## config.mk

```make
export PLATFORM = sky130hd
export DESIGN_NAME = time_set_ctrl
export DESIGN_NICKNAME = d
export VERILOG_FILES = /design/src/rtl/time_pkg.sv /design/src/rtl/key_repeat.sv /design/src/rtl/time_set_ctrl.sv
export SDC_FILE = /design/constraint.sdc
export NUM_CORES = 1
export LEC_CHECK = 0
export CAP_MARGIN = 20
export CORE_ASPECT_RATIO = 1.1
export CORE_MARGIN = 5
export CORE_UTILIZATION = 45
export CTS_BUF_LIST = sky130_fd_sc_hd__clkbuf_16
export DETAILED_ROUTE_END_ITERATION = 16
export PLACE_DENSITY_LB_ADDON = 0.05
export RECOVER_POWER = 100
export SKIP_CTS_REPAIR_TIMING = 1
export SLEW_MARGIN = 0
export SYNTH_ARGS = -nofsm -noshare
export SYNTH_HDL_FRONTEND = slang
export SYNTH_SLANG_ARGS = --single-unit
```

## constraint.sdc

```tcl
create_clock -name clk -period 2.4 [get_ports clk]
set_clock_uncertainty 0.2 [all_clocks]
set_input_delay 0.24 -clock clk [delete_from_list [all_inputs] [get_ports clk]]
set_output_delay 0.24 -clock clk [all_outputs]
set_load 0.005 [all_outputs]
```

## src/rtl/time_pkg.sv

```systemverilog
// time_pkg: shared definitions for the time-setting controller, the
// seconds..years counter chain and the display mux.
//   - state_e     : controller state codes (RUN=0, SET_SEC=1 .. SET_YEAR=6)
//   - NUM_FIELDS  : number of editable fields (6)
//   - INC_*_BIT   : bit positions of the one-hot increment bus
//   - is_set_state, next_on_mode, field_onehot : small helpers
package time_pkg;

  localparam int NUM_FIELDS = 6;

  typedef enum logic [2:0] {
    ST_RUN      = 3'd0,
    ST_SET_SEC  = 3'd1,
    ST_SET_MIN  = 3'd2,
    ST_SET_HOUR = 3'd3,
    ST_SET_DAY  = 3'd4,
    ST_SET_MON  = 3'd5,
    ST_SET_YEAR = 3'd6
  } state_e;

  // One-hot increment bus bit mapping.
  localparam int INC_SEC_BIT  = 0;
  localparam int INC_MIN_BIT  = 1;
  localparam int INC_HOUR_BIT = 2;
  localparam int INC_DAY_BIT  = 3;
  localparam int INC_MON_BIT  = 4;
  localparam int INC_YEAR_BIT = 5;

  // True for the six editing states only; code 7 is not a set state.
  function automatic logic is_set_state(input state_e s);
    logic r;
    r = (s != ST_RUN) && (3'(s) <= 3'(ST_SET_YEAR));
    return r;
  endfunction

  // Field sequence advanced by the mode key; anything unknown recovers to RUN.
  function automatic state_e next_on_mode(input state_e s);
    state_e r;
    case (s)
      ST_RUN:      r = ST_SET_SEC;
      ST_SET_SEC:  r = ST_SET_MIN;
      ST_SET_MIN:  r = ST_SET_HOUR;
      ST_SET_HOUR: r = ST_SET_DAY;
      ST_SET_DAY:  r = ST_SET_MON;
      ST_SET_MON:  r = ST_SET_YEAR;
      default:     r = ST_RUN;
    endcase
    return r;
  endfunction

  // Increment bit for the field being edited; all-zero outside set states.
  function automatic logic [NUM_FIELDS-1:0] field_onehot(input state_e s);
    logic [NUM_FIELDS-1:0] r;
    r = '0;
    case (s)
      ST_SET_SEC:  r[INC_SEC_BIT]  = 1'b1;
      ST_SET_MIN:  r[INC_MIN_BIT]  = 1'b1;
      ST_SET_HOUR: r[INC_HOUR_BIT] = 1'b1;
      ST_SET_DAY:  r[INC_DAY_BIT]  = 1'b1;
      ST_SET_MON:  r[INC_MON_BIT]  = 1'b1;
      ST_SET_YEAR: r[INC_YEAR_BIT] = 1'b1;
      default:     r = '0;
    endcase
    return r;
  endfunction

endpackage

```

## src/rtl/key_repeat.sv

```systemverilog
// key_repeat: turns a held key level into increment pulses.
//   A rising edge of level gives one pulse in the next cycle. While level
//   stays high, the first repeat follows REP_START cycles after that pulse,
//   then one pulse every REP_RATE cycles.
//   clr aborts the repeat and consumes the current level, so a key already
//   held when clr drops produces nothing until it is released and pressed
//   again.
// Ports:
//   clk   : clock, rising edge
//   rst   : synchronous active-high reset
//   level : debounced key level
//   clr   : abort / re-arm request
//   pulse : registered one-cycle increment pulse
module key_repeat #(
  parameter int REP_START = 500,
  parameter int REP_RATE  = 100
) (
  input  logic clk,
  input  logic rst,
  input  logic level,
  input  logic clr,
  output logic pulse
);

  localparam int MAXV = (REP_START > REP_RATE) ? REP_START : REP_RATE;
  localparam int CW   = $clog2(MAXV + 1);
  localparam logic [CW-1:0] START_TERM = CW'(REP_START - 1);
  localparam logic [CW-1:0] RATE_TERM  = CW'(REP_RATE - 1);

  logic          level_q;
  logic          armed_q, armed_d;
  logic          phase_q, phase_d;   // 0: waiting for first repeat, 1: steady rate
  logic          pulse_q, pulse_d;
  logic [CW-1:0] cnt_q, cnt_d;
  logic [CW-1:0] term;

  assign term = phase_q ? RATE_TERM : START_TERM;

  always_comb begin
    armed_d = armed_q;
    phase_d = phase_q;
    pulse_d = 1'b0;
    cnt_d   = cnt_q;
    if (clr || !level) begin
      armed_d = 1'b0;
      phase_d = 1'b0;
      cnt_d   = '0;
    end else if (!level_q) begin
      // fresh press
      pulse_d = 1'b1;
      armed_d = 1'b1;
      phase_d = 1'b0;
      cnt_d   = '0;
    end else if (armed_q) begin
      if (cnt_q == term) begin
        pulse_d = 1'b1;
        phase_d = 1'b1;
        cnt_d   = '0;
      end else begin
        cnt_d = cnt_q + 1'b1;
      end
    end
  end

  always_ff @(posedge clk) begin
    if (rst) begin
      level_q <= 1'b0;
      armed_q <= 1'b0;
      phase_q <= 1'b0;
      pulse_q <= 1'b0;
      cnt_q   <= '0;
    end else begin
      level_q <= level;
      armed_q <= armed_d;
      phase_q <= phase_d;
      pulse_q <= pulse_d;
      cnt_q   <= cnt_d;
    end
  end

  assign pulse = pulse_q;

endmodule

```

## src/rtl/time_set_ctrl.sv

```systemverilog
// time_set_ctrl: clock/calendar time-setting controller.
//   RUN lets the counter chain count. Each mode press walks through the six
//   set states (sec, min, hour, day, month, year) and back to RUN. In a set
//   state, the increment key drives a one-hot pulse for the edited field,
//   with auto-repeat. An idle set state returns to RUN after TIMEOUT_S
//   one-second ticks. blink_o toggles once per second while editing.
// Ports:
//   clk, rst       : clock and synchronous active-high reset
//   mode_i         : one-cycle pulse, advance edit field
//   inc_i          : increment key level
//   tick_1hz_i     : one-cycle pulse per second
//   run_en_o       : count enable for the counter chain (registered)
//   field_o        : current state code (also the FSM debug view)
//   inc_o          : one-hot increment pulse, bit0 sec .. bit5 year
//   blink_o        : blink phase for the edited field
//
// Handshake: there is no valid/ready flow here; all inputs are single-cycle
// pulses or levels sampled every clock, and inc_o is a one-cycle strobe that
// the counter chain must accept unconditionally.
module time_set_ctrl
  import time_pkg::*;
#(
  parameter int REP_START = 500,
  parameter int REP_RATE  = 100,
  parameter int TIMEOUT_S = 30
) (
  input  logic                  clk,
  input  logic                  rst,
  input  logic                  mode_i,
  input  logic                  inc_i,
  input  logic                  tick_1hz_i,
  output logic                  run_en_o,
  output logic [2:0]            field_o,
  output logic [NUM_FIELDS-1:0] inc_o,
  output logic                  blink_o
);

  localparam int TW = $clog2(TIMEOUT_S + 1);
  localparam logic [TW-1:0] TO_TERM = TW'(TIMEOUT_S - 1);

  state_e        state_q, state_d;
  logic          run_en_q, run_en_d;
  logic          blink_q, blink_d;
  logic [TW-1:0] to_cnt_q, to_cnt_d;

  logic in_set;
  logic state_chg;
  logic timeout_hit;
  logic rep_clr;
  logic rep_pulse;

  assign in_set = is_set_state(state_q);

  // This tick would bring the idle count to TIMEOUT_S; any key press
  // in the same cycle restarts the idle count instead.
  assign timeout_hit = in_set && tick_1hz_i && !mode_i && !inc_i &&
                       (to_cnt_q == TO_TERM);

  // ---------------------------------------------------------------
  // FSM: state register
  // ---------------------------------------------------------------
  always_ff @(posedge clk) begin
    if (rst) begin
      state_q  <= ST_RUN;
      run_en_q <= 1'b1;
      blink_q  <= 1'b0;
      to_cnt_q <= '0;
    end else begin
      state_q  <= state_d;
      run_en_q <= run_en_d;
      blink_q  <= blink_d;
      to_cnt_q <= to_cnt_d;
    end
  end

  // ---------------------------------------------------------------
  // FSM: next state (mode has priority over timeout)
  // ---------------------------------------------------------------
  always_comb begin
    state_d = state_q;
    if (!in_set && state_q != ST_RUN) begin
      state_d = ST_RUN;
    end else if (mode_i) begin
      state_d = next_on_mode(state_q);
    end else if (timeout_hit) begin
      state_d = ST_RUN;
    end
  end

  assign state_chg = (state_d != state_q);

  // Idle timeout and blink phase
  always_comb begin
    to_cnt_d = to_cnt_q;
    if (!in_set || state_chg || mode_i || inc_i) begin
      to_cnt_d = '0;
    end else if (tick_1hz_i) begin
      to_cnt_d = to_cnt_q + 1'b1;
    end
  end

  always_comb begin
    blink_d = blink_q;
    if (state_d == ST_RUN || state_chg) begin
      blink_d = 1'b0;
    end else if (tick_1hz_i) begin
      blink_d = ~blink_q;
    end
  end

  assign run_en_d = (state_d == ST_RUN);

  // Repeat engine is held clear in RUN and on every state change, so a
  // key held across a transition needs a fresh press in the new field.
  assign rep_clr = state_chg || !in_set;

  key_repeat #(
    .REP_START (REP_START),
    .REP_RATE  (REP_RATE)
  ) u_key_repeat (
    .clk   (clk),
    .rst   (rst),
    .level (inc_i),
    .clr   (rep_clr),
    .pulse (rep_pulse)
  );

  // ---------------------------------------------------------------
  // FSM: outputs
  // ---------------------------------------------------------------
  always_comb begin
    run_en_o = run_en_q;
    field_o  = 3'(state_q);
    blink_o  = blink_q;
    inc_o    = '0;
    if (rep_pulse && in_set) begin
      inc_o = field_onehot(state_q);
    end
  end

endmodule

```

Word-level counts from Yosys, hierarchy flattened
Cells that the tools add are included.
{"block": "totals", "regBits": 23, "in_bits": 5, "elab_cells": 62}
{"block": "classes", "n_addsub": 2, "magnitude_cmp": 1, "eq_ne": 9, "n_mux": 16, "bitwise": 2, "n_reduce_logical": 23}
{"op": "9-bit two-way mux", "count": 2}
{"op": "3-bit one-hot mux with 6 select lines", "count": 1}
{"op": "9-bit by 1-bit adder with 9-bit output, second input constant", "count": 1}
{"op": "3-bit == test, second input constant", "count": 3}
{"op": "9-bit == test", "count": 1}
{"op": "1-bit two-way mux", "count": 9}
{"op": "3-bit two-way mux", "count": 3}
{"op": "1-bit logical AND", "count": 7}
{"op": "3-bit by 2-bit == test with 1-bit output, second input constant", "count": 2}
{"op": "3-bit logical NOT", "count": 2}
{"op": "6-bit two-way mux", "count": 1}
{"op": "2-bit OR reduction", "count": 3}
{"op": "5-bit by 1-bit adder with 5-bit output, second input constant", "count": 1}
{"op": "5-bit == test, second input constant", "count": 1}
{"op": "1-bit logical OR", "count": 5}
{"op": "3-bit by 1-bit == test with 1-bit output, second input constant", "count": 1}
{"op": "3-bit less-or-equal comparator, second input constant", "count": 1}
{"op": "1-bit logical NOT", "count": 3}
{"op": "3-bit inequality test", "count": 1}
{"op": "3-bit nonzero test", "count": 1}
{"op": "3-bit OR reduction", "count": 1}
{"op": "1-bit inverter", "count": 2}
{"op": "2-bit AND reduction", "count": 1}

Logic depth before layout (Yosys ltp)
{"block": "depth", "word_depth": 14, "depth_mapped": 5, "ltp_nobuf": 5}

Cells and area by module
Synthesis repeated with hierarchy kept, for this count alone.
{"block": "unflattened", "hier_cells": 133, "area_unflattened_um2": 1189.9}
{"module": "time_set_ctrl", "instances": 1, "cells_per_inst": 76, "area_per_inst_um2": 615.6, "seq_area_each_um2": 200.2}
{"module": "key_repeat", "instances": 1, "cells_per_inst": 57, "area_per_inst_um2": 574.3, "seq_area_each_um2": 260.2}

Least setup slack after synthesis
OpenSTA, ideal clock, no wires.
{"block": "synth_path", "path_type": "reg-to-reg", "start": "reg u_key_repeat.cnt_q[4]", "end": "reg u_key_repeat.cnt_q[1]", "setup_time_ns": 0.136, "t_arrival_ns": 1.446, "slack_ns": 0.618, "stages_incl_launch_ff": 4, "n_path_buf": 0, "period_less_slack_ns": 1.782, "cell_sequence": "dfxtp_1 -> or4b_4 -> a2111oi_4 -> nor3_1"}
{"block": "synth_between", "elab_chain_cells": 2}
{"item": "start, declared", "line": "key_repeat.sv:34", "source": "logic [CW-1:0] cnt_q, cnt_d;"}
{"item": "start signal, assigned", "line": "key_repeat.sv:77", "source": "cnt_q <= cnt_d;"}
{"item": "9-bit == test", "line": "key_repeat.sv:55", "source": "if (cnt_q == term) begin"}
{"item": "9-bit two-way mux", "line": "key_repeat.sv:55"}
Every way passes these cells.
A chain may end at the register's enable or synchronous reset.

Worst setup path after layout
{"block": "layout_path", "start": "reg state_q[0], in the netlist field_o[0]", "end": "out inc_o[0]"}
{"block": "layout_between", "elab_chain_cells": 4}
{"item": "start, declared", "line": "time_set_ctrl.sv:41", "source": "state_e state_q, state_d;"}
{"item": "start signal, assigned", "line": "time_set_ctrl.sv:69", "source": "state_q <= state_d;"}
{"item": "3-bit less-or-equal comparator or 3-bit nonzero test (tied branches)", "line": "time_pkg.sv:32", "source": "r = (s != ST_RUN) && (3'(s) <= 3'(ST_SET_YEAR));"}
{"item": "1-bit logical AND", "line": "time_pkg.sv:32"}
{"item": "1-bit logical AND", "line": "time_set_ctrl.sv:136", "source": "if (rep_pulse && in_set) begin"}
{"item": "6-bit two-way mux *", "line": "time_set_ctrl.sv:136"}
{"item": "end, declared", "line": "time_set_ctrl.sv:34", "source": "output logic [NUM_FIELDS-1:0] inc_o,"}
Every way passes the cells marked *; elsewhere a longest branch is shown, timed or not.

==> results by group <==
Outcome
  – Status: completed

Setup path
  – Cell Chain, Critical Path: nand2_1, nor3_1, dlygate4sd3_1
  – Crit path capture type: primary output
  – Crit path kind: flop to primary output
  – Crit Path Max Fanout: 14
  – Delay-heaviest family, CP: buffers and inverters
  – Crit path DAT: 1.69 ns
  – Worst setup SP type: flop
  – CP required: 1.96 ns
  – Slowest CP cell: dlygate4sd3_1
  – Buf/Inv on CP: 1
  – Crit-path max cell delay: 0.59 ns

Global routing
  – GR peak layer: met2
  – Gr usage total: 14.6%
  – Pin count of the biggest net entering global routing: 15
  – Met1 Usage GRT: 17.4%
  – Vias in the first global route: 1048
  – Met2 usage: 24.0%
  – Total grt overflow: 0
  – First-pass GRT wire length: 4.35 mm
  – Met3 usage: 2.45%
  – Initial antenna violation count: 0

STA
  – Fin. max-slew vios: 0
  – Period utilization: 88.9%
  – Max-slew headroom: 62.1%
  – Worst-margin pin slew: 0.563 ns
  – Final Hold Fails: 0
  – Tmin final: 2.13 ns
  – Setup TNS: 0 ns
  – Unrepaired setup endpoints after global routing: false
  – Achievable frequency: 468 MHz
  – Finish-stage setup viols: 0

Logic synthesis
  – Mean Syn Cell Area: 8.87 um^2
  – Synth cell types: 38
  – Syn Nets: 141
  – Mapped Area: 1180 um^2
  – Number of synthesized flops with an enable pin: 0
  – Share of the yosys chip area belonging to registers: 39.0%
  – Register bit total from synthesis: 23
  – Synth Flop Type: dfxtp_1
  – Fraction of registers with async set/reset: 0%
  – Synth warn: 0
  – Gate Count Post-Synth: 133

Route
  – Initial DRC count: 52
  – Via-per-instance ratio: 5.85
  – Vias: 1053
  – Routed Antenna Nets: 0
  – Average wire per standard cell: 13.7 um
  – DRC viols: 0
  – Routed wire length: 2.47 mm
  – DRT Pass-1 Iters: 4

Power and ir drop
  – Pwr dens: 562 nW/um^2
  – Peak supply drop: 382 uV
  – Leakage: 0.473 nW

Clock network
  – CTS Buf Count: 3
  – Clk buf depth: 2
  – Sink Count: 23
  – TritonCTS clock tree: yes
  – Root Buffer: clkbuf_16
  – Clock slew at reported path FFs: 0.06 ns
  – H-tree levels: 1
  – Clk_lat worst skew: 0.25 ns

Cells and area
  – Share of layout cells above drive strength 1: 6.71%
  – Post-layout util: 57.2%
  – Most frequent cells in the layout: 23 x dfxtp_1, 13 x dlygate4sd3_1, 10 x nor3_1
  – Area Overhead vs Synth: 22.3%
  – Commonest non-fill, non-tap cell in the layout: dfxtp_1
  – N_diodes: 0
  – # fillers: 258
  – Fin nets: 158

Floorplan
  – Io pins: 16
  – Row count: 19
  – Core Area: 2520 um^2
  – Starting Density: 46.8%
  – Die height: 63.7 um
  – Full die area: 3750 um^2
  – Die width: 58.8 um

Flow run
  – Max-cap violations: 0

Min path
  – Hold Crit Class: flop to flop

Placed design
  – DP Wirelength: 1.86 mm
  – # port buffers: 15
  – Final RePlAce weighted congestion: 0.791
==> routing by layer <==
| layer | wire length, um | vias to the layer above |
|---|---|---|
| met5 | 0 | - |
| met4 | 39 | 0 |
| met3 | 40 | 4 |
| met2 | 1270 | 11 |
| met1 | 1120 | 510 |
| li1 | - | 528 |
==> report_power, final <==
group          internal (mW)  switching (mW)
Combinational         0.0266          0.0240
Sequential             0.388         0.00957
Clock                  0.226           0.137
==> path summary, 6_finish.rpt <==
path	from	slack, ns	endpoint	cells past startpoint
worst min register to register	u_key_repeat.level_q$_SDFF_PP0_	0.26	u_key_repeat.pulse$_SDFF_PP0_	1
worst max-delay path	field_o[0]$_SDFF_PP0_	0.27	inc_o[0]	3
worst max register to register	u_key_repeat.cnt_q[4]$_SDFFE_PP0P_	0.37	u_key_repeat.cnt_q[8]$_SDFFE_PP0P_	3
worst min-delay path	u_key_repeat.level_q$_SDFF_PP0_	0.26	u_key_repeat.pulse$_SDFF_PP0_	1
==> metrics by stage <==
stage / power, mW / hold WS (ns) / cells / worst slack (ns) / cell area, um^2
after CTS: 0.827 / 0.268 / 180 / 0.303 / 1450
after floorplan: 0.435 / 0.109 / 133 / 0.618 / 1180
after global placement: 0.460 / 0.252 / 176 / 0.343 / 1370
final: 0.811 / 0.260 / 180 / 0.265 / 1440
after global routing: 0.844 / 0.294 / 180 / 0.0853 / 1440
after detailed placement: 0.461 / 0.257 / 176 / 0.241 / 1370
==> flip-flops by register name (all words and copies together), names as in the netlist <==
register              flops
field_o                   3
blink_o                   1
run_en_o                  1
u_key_repeat.pulse        1
u_key_repeat.level_q      1
to_cnt_q                  5
u_key_repeat.phase_q      1
u_key_repeat.cnt_q        9
u_key_repeat.armed_q      1
==> cells by family (layout without fill, tap and decap cells) <==
kind of cell	count (synthesis)	after routing	share of synthesized area, %
AO/OA/AOI/OAI	29	29	18.5
XOR/XNOR	9	9	6.68
adder cells (fa/ha/maj)	3	3	3.18
buffers and inverters	10	26	3.29
flip-flops	23	23	39.0
multiplexers	1	1	0.848
AND/OR/NAND/NOR	58	58	28.5
==> synthesized netlist by cell type, drive strengths merged (3+ instances only) <==
cell type	count	area, um^2
ha	3	37.5
a211oi	5	37.5
nor2	9	33.8
clkbuf	5	18.8
dfxtp	23	460
nand2b	4	25.0
or4	3	22.5
nand2	6	30.0
nand3	7	35.0
nor3	10	50.1
a2111oi	4	53.8
a21oi	6	30.0
xor2	7	61.3
or3	3	18.8
nand4	6	37.5
o21ai	6	30.0
inv	4	15.0
==> final cells by class <==
cell class	count	area (um^2)	area share [%]
Clock inverter	1	7.51	0.520
Timing Repair Buffer	18	169	11.7
Sequential cell	23	460	31.9
Clock buffer	3	75.1	5.20
Inverter	4	15.0	1.04
Tap cell	31	38.8	2.69
Multi-Input combinational cell	100	677	46.9
No activity file was read; power rests on OpenSTA's default activity.
